File: config.mk
export PLATFORM = sky130hd
export DESIGN_NAME = mul_sequencer
export DESIGN_NICKNAME = d
export VERILOG_FILES = /design/src/rtl/mul_sequencer.sv
export SDC_FILE = /design/constraint.sdc
export NUM_CORES = 2
export LEC_CHECK = 0
export CAP_MARGIN = 25
export CORE_MARGIN = 2
export CORE_UTILIZATION = 35
export CTS_BUF_LIST = sky130_fd_sc_hd__clkbuf_8
export DETAILED_ROUTE_END_ITERATION = 8
export SLEW_MARGIN = 0
export SYNTH_ARGS = -nofsm -noshare
export SYNTH_HDL_FRONTEND = slang
export SYNTH_SLANG_ARGS = --single-unit
File: constraint.sdc
create_clock -name clk -period 12.65 [get_ports clk]
set_input_delay 1.265 -clock clk [delete_from_list [all_inputs] [get_ports clk]]
set_output_delay 1.265 -clock clk [all_outputs]
set_load 0.005 [all_outputs]
File: src/rtl/mul_sequencer.sv
// ---------------------------------------------------------------------------
// MulSequencer : multi-cycle multiply controller for the EX stage.
//
// Accepts an M-extension multiply from EX, latches the operands and walks a
// DATA_W x BITS_PER_CYCLE partial-product datapath over STEPS cycles
// (STEPS = DATA_W / BITS_PER_CYCLE). While the multiply is in flight the
// pipeline is frozen through 'stall'. The finished product is shown for a
// single DONE cycle so that EX/MEM can capture it in place of the ALU output.
//
// Ports
//   clk        in   1       single clock, rising edge
//   arst_n     in   1       synchronous active-low reset
//   start      in   1       EX holds a valid multiply
//   func3      in   3       000 MUL, 001 MULH, 010 MULHSU, 011 MULHU (bit 2 ignored)
//   operand_a  in   DATA_W  rs1 value
//   operand_b  in   DATA_W  rs2 value
//   stall      out  1       freeze request for PC and pipeline registers
//   busy       out  1       sequencer is not idle
//   done       out  1       one-cycle pulse, result valid
//   result     out  DATA_W  selected product half, zero when done is low
//
// Build option
//   MUL_HIGH_EN : when defined, MULH/MULHSU/MULHU are supported with a full
//                 2*DATA_W accumulator. When undefined, every request behaves
//                 as MUL, the sign logic is absent and the accumulator is
//                 DATA_W bits wide. Latency is identical in both builds.
// ---------------------------------------------------------------------------
module mul_sequencer #(
    parameter int DATA_W         = 64,
    parameter int BITS_PER_CYCLE = 16
) (
    input  logic              clk,
    input  logic              arst_n,
    input  logic              start,
    input  logic [2:0]        func3,
    input  logic [DATA_W-1:0] operand_a,
    input  logic [DATA_W-1:0] operand_b,
    output logic              stall,
    output logic              busy,
    output logic              done,
    output logic [DATA_W-1:0] result
);

    localparam int STEPS = DATA_W / BITS_PER_CYCLE;
    localparam int CNT_W = (STEPS > 1) ? $clog2(STEPS) : 1;
`ifdef MUL_HIGH_EN
    localparam int ACC_W = 2 * DATA_W;
`else
    localparam int ACC_W = DATA_W;
`endif

    typedef enum logic [1:0] {
        ST_IDLE = 2'd0,
        ST_BUSY = 2'd1,
        ST_DONE = 2'd2
    } state_t;

    state_t                    state_q, state_d;
    logic [ACC_W-1:0]          acc_q, acc_d;
    logic [CNT_W-1:0]          count_q, count_d;
    logic [DATA_W-1:0]         magA_q, magA_d;
    logic [DATA_W-1:0]         magB_q, magB_d;
`ifdef MUL_HIGH_EN
    logic [1:0]                func_q, func_d;
    logic                      neg_q, neg_d;
`endif

    logic [BITS_PER_CYCLE-1:0] chunk;
    logic [ACC_W-1:0]          partial;
    logic [ACC_W-1:0]          shifted;
    logic                      lastStep;

`ifdef MUL_HIGH_EN
    logic                      aIsSigned;
    logic                      bIsSigned;
    logic                      aNegative;
    logic                      bNegative;
    logic [DATA_W-1:0]         absA;
    logic [DATA_W-1:0]         absB;
    logic [ACC_W-1:0]          accSigned;

    // Operand magnitudes and product sign at issue time. The most-negative
    // value negates onto itself, which read as unsigned is exactly
    // 2^(DATA_W-1), so the magnitude path never overflows.
    always_comb begin
        aIsSigned = (func3[1:0] == 2'b01) || (func3[1:0] == 2'b10);
        bIsSigned = (func3[1:0] == 2'b01);
        aNegative = aIsSigned && operand_a[DATA_W-1];
        bNegative = bIsSigned && operand_b[DATA_W-1];
        absA      = aNegative ? (~operand_a + DATA_W'(1)) : operand_a;
        absB      = bNegative ? (~operand_b + DATA_W'(1)) : operand_b;
    end
`endif

    // One step of the partial-product datapath: the current multiplier chunk
    // times the full multiplicand, shifted into its column. In the low-only
    // build the product is simply truncated to the accumulator width, which
    // is harmless because accumulation is modular anyway.
    always_comb begin
        chunk    = magB_q[int'(count_q) * BITS_PER_CYCLE +: BITS_PER_CYCLE];
        partial  = ACC_W'(magA_q) * ACC_W'(chunk);
        shifted  = partial << (int'(count_q) * BITS_PER_CYCLE);
        lastStep = (count_q == CNT_W'(STEPS - 1));
    end

    // Next-state logic. Inputs are only looked at in IDLE; once a multiply
    // is accepted everything works from the latched copies, so EX may change
    // its operands freely while the pipeline is stalled.
    always_comb begin
        state_d = state_q;
        acc_d   = acc_q;
        count_d = count_q;
        magA_d  = magA_q;
        magB_d  = magB_q;
`ifdef MUL_HIGH_EN
        func_d  = func_q;
        neg_d   = neg_q;
`endif
        case (state_q)
            ST_IDLE: begin
                if (start) begin
                    state_d = ST_BUSY;
                    acc_d   = '0;
                    count_d = '0;
`ifdef MUL_HIGH_EN
                    func_d  = func3[1:0];
                    magA_d  = absA;
                    magB_d  = absB;
                    neg_d   = aNegative ^ bNegative;
`else
                    magA_d  = operand_a;
                    magB_d  = operand_b;
`endif
                end
            end
            ST_BUSY: begin
                acc_d   = acc_q + shifted;
                count_d = count_q + CNT_W'(1);
                if (lastStep) begin
                    state_d = ST_DONE;
                end
            end
            ST_DONE: begin
                // A start seen here belongs to the instruction still sitting
                // in EX; the pipeline only advances at the end of this cycle.
                state_d = ST_IDLE;
            end
            default: begin
                state_d = ST_IDLE;
            end
        endcase
    end

    // State registers with synchronous active-low reset. A reset while a
    // multiply is in flight simply abandons it.
    always_ff @(posedge clk) begin
        if (!arst_n) begin
            state_q <= ST_IDLE;
            acc_q   <= '0;
            count_q <= '0;
            magA_q  <= '0;
            magB_q  <= '0;
`ifdef MUL_HIGH_EN
            func_q  <= 2'b00;
            neg_q   <= 1'b0;
`endif
        end else begin
            state_q <= state_d;
            acc_q   <= acc_d;
            count_q <= count_d;
            magA_q  <= magA_d;
            magB_q  <= magB_d;
`ifdef MUL_HIGH_EN
            func_q  <= func_d;
            neg_q   <= neg_d;
`endif
        end
    end

    // Outputs. The sign is applied to the full-width accumulator only in
    // DONE, and result is forced to zero otherwise so nothing stale leaks
    // into EX/MEM.
    always_comb begin
        stall  = ((state_q == ST_IDLE) && start) || (state_q == ST_BUSY);
        busy   = (state_q != ST_IDLE);
        done   = (state_q == ST_DONE);
        result = '0;
`ifdef MUL_HIGH_EN
        accSigned = neg_q ? ('0 - acc_q) : acc_q;
        if (state_q == ST_DONE) begin
            if (func_q == 2'b00) begin
                result = accSigned[DATA_W-1:0];
            end else begin
                result = accSigned[ACC_W-1:DATA_W];
            end
        end
`else
        if (state_q == ST_DONE) begin
            result = acc_q;
        end
`endif
    end

endmodule
==> run metrics <==
status finished, final reports clean; unrepaired setup endpoints after global routing false; Post-Route Setup TNS 0 ns; crit-path max cell delay around 0.95 ns; Critical Path RT between 10 and 15 ns; DPL Wire Length ~92 mm; Seq cells post-synth 196; CP Capture Type flip-flop; worst vdd ir 0.07077 mV; # hold bufs at CTS 0; cell depth of the worst hold path 2; Slew headroom 0.2915; CTS tree built; register area share after synthesis 0.1010; Synth area leaders fa_1 39%, dfxtp_1 10%, nand2_1 9.7%, inv_1 7.4%, and2_1 6.1%; min-delay src magB_q[26]; core area 110400 sq um; CP max-delay cell mux4_2; max layer used met5; top post-synthesis cells by count 1000 x nand2_1, 766 x inv_1, 753 x fa_1; Synth-to-Final Area Change 9.168%; Vias/cell 5.065; met2 WL 55.17 mm; P per Cell Area around 67 nW/um^2; Die Y 337.1 um; Critical Path Source count_q[0]; Post-DP Area 41910 sq um; final instance area 42400 sq um; Clock transition at path regs 0.13 ns; GRT overflow 0; Post-Layout Cell Count 6151; Max Freq ~86 MHz; CTS sink cnt 196; fraction of layout cells with a size suffix above 1 0.02660; Lkg Pwr roughly 19 nW; largest net degree at the start of global routing 95; cts repair resizes 0; ys flop type dfxtp_1; vias in the first global route about 33k; clk_skew 0.05350 ns; final hold viol count 0; Post-synth EDFFs 0; worst hold endpoint magB_q[26]; Syn Area/Cell 8.313 sq um; crit-path max FO 31; final worst hold slack 0.4691 ns; maximum capacitance violations 0; Clock Latency Late Sink 0.62 ns; Fillers 11.31k; Syn Nets 5729; vias after detailed routing a little over 30k; clk root buf clkbuf_8; cell count of the worst reg-to-reg path 34; drt pass-1 iters 6; Routed WL 116.5 mm; share of the core filled with cells 0.3842; CTS max path bufs 2; asr flop ratio synth 0; global-route usage over all layers 0.2121; Detail Route Antenna Nets 0; total CTS buffers 17; initial DRC count around 2.3k; routed length per placed instance about 19 um; I/O pin count roughly 200; global-route wire length before repair 187.3 mm; Final Cycle Share 0.9206; Setup WS pre-CTS 1.257 ns; share of the synthesized area in the top cell type 0.3881; post-synthesis cell type count between 70 and 80; die width 337.1 um; Setup Fix Bufs, Post-CTS 0; Starting Density 0.3519; Worst R2R End acc_q[63]; most frequent cell after synthesis nand2_1; count of final setup violators 0; total die area roughly 110000 sq um; Worst Setup Slack, final 1.004 ns; Worst Hold Class flip-flop to flip-flop; antenna violations before repair 2; Worst Max-Slew Pin Slew around 1.1 ns; Critical R2R Launch count_q[0]; CTS H-Tree Depth 4; Synth Cell Area 38840 sq um; minimum clock period 11.65 ns; crit path launch type flip-flop; Yosys warning count 0; WL met3 6.935 mm; Max Slew Vio Count 0; cell mode on critical path fa_1; leading area contributor after synthesis fa_1; cells after synthesis 4672; met1 wire length approximately 52 mm; RD Place Congestion 0.9588; Critical Path AT approximately 12 ns; drc violations 0; Port Buf Inserts 197; class of the most critical setup path flip-flop to flip-flop; Power Total about 2.8 mW; worst reg-to-reg setup slack 1.00 ns; Inst Count DP 6115; row cnt 122; nets 5705
-- critical path, delay by kind of cell (launching register included) --
| kind | cells | cell delay [ns] |
|---|---|---|
| AOI/OAI and AO/OA | 11 | 3.35 |
| xor gates and xnor gates | 1 | 0.58 |
| adders and majority gates | 8 | 3.91 |
| buffers and inverters | 4 | 0.71 |
| DFF | 1 | 0.80 |
| muxes | 2 | 1.04 |
| and+or+nand+nor | 8 | 1.12 |
-- per-layer routing --
metal,vias to the layer above,GRT usage
li1,14190,-
met1,15860,0.2936
met2,964,0.3546
met3,134,0.02707
met4,2,0.04512
met5,-,0
-- power by group --
part | internal (mW) | switching (mW)
clock | 0.188 | 0.308
combinational | 0.559 | 1.01
sequential | 0.663 | 0.0999
total | 1.41 | 1.42
-- area by class of cell --
type	instances	area, sq um	area share
Timing Repair Buffer	239	2322	0.05477
Antenna cell	2	5.005	0.0001180
Clock buffer	17	234.0	0.005518
Clock inverter	15	211.5	0.004987
Multi-Input combinational cell	3428	30960	0.7303
Inverter	766	2875	0.06781
Tap cell	1488	1862	0.04391
Sequential cell	196	3926	0.09260
-- sequential cells by signal (all words and copies together) (netlist names) --
| signal | flops |
|---|---|
| magA_q | 64 |
| acc_q | 64 |
| magB_q | 64 |
| count_q | 2 |
| state_q | 2 |
-- cells in the final DEF, fill, tap and decap left out, types with 25 or more instances in the layout --
cell type / netlist / layout
inv_1: 766 / 766
clkdlybuf4s50_1: 0 / 196
ha_1: 170 / 170
a31oi_1: 25 / 25
o21ai_0: 119 / 119
a21boi_0: 140 / 140
a22oi_1: 26 / 26
xor2_1: 53 / 53
a21o_1: 58 / 58
nand3_1: 47 / 47
and2_1: 379 / 378
a21oi_1: 146 / 146
buf_4: 1 / 40
nor2_1: 116 / 115
fa_1: 753 / 753
xnor2_1: 82 / 82
dfxtp_1: 196 / 194
nor2b_1: 44 / 42
nand2_1: 1000 / 999
-- kinds of logic after synthesis --
| kind of cell | Yosys count | synth area share |
|---|---|---|
| buf+inv | 1048 | 0.1023 |
| fa+ha+maj | 923 | 0.4429 |
| flops | 196 | 0.1010 |
| compound gates | 643 | 0.1088 |
| mux | 39 | 0.01566 |
| simple gates | 1686 | 0.1980 |
| xor+xnor | 137 | 0.03128 |
-- worst max path at each step --
stage,endpoint,slack (ns),depth (start not counted)
after CTS,acc_q[63],1.18,37
after floorplan,acc_q[63],3.32,40
after detailed placement,acc_q[63],1.26,37
after global routing,acc_q[63],0.46,37
final,acc_q[63],1.00,34
after global placement,acc_q[63],1.30,34
Note: power is estimated with default switching activity, not from simulation.
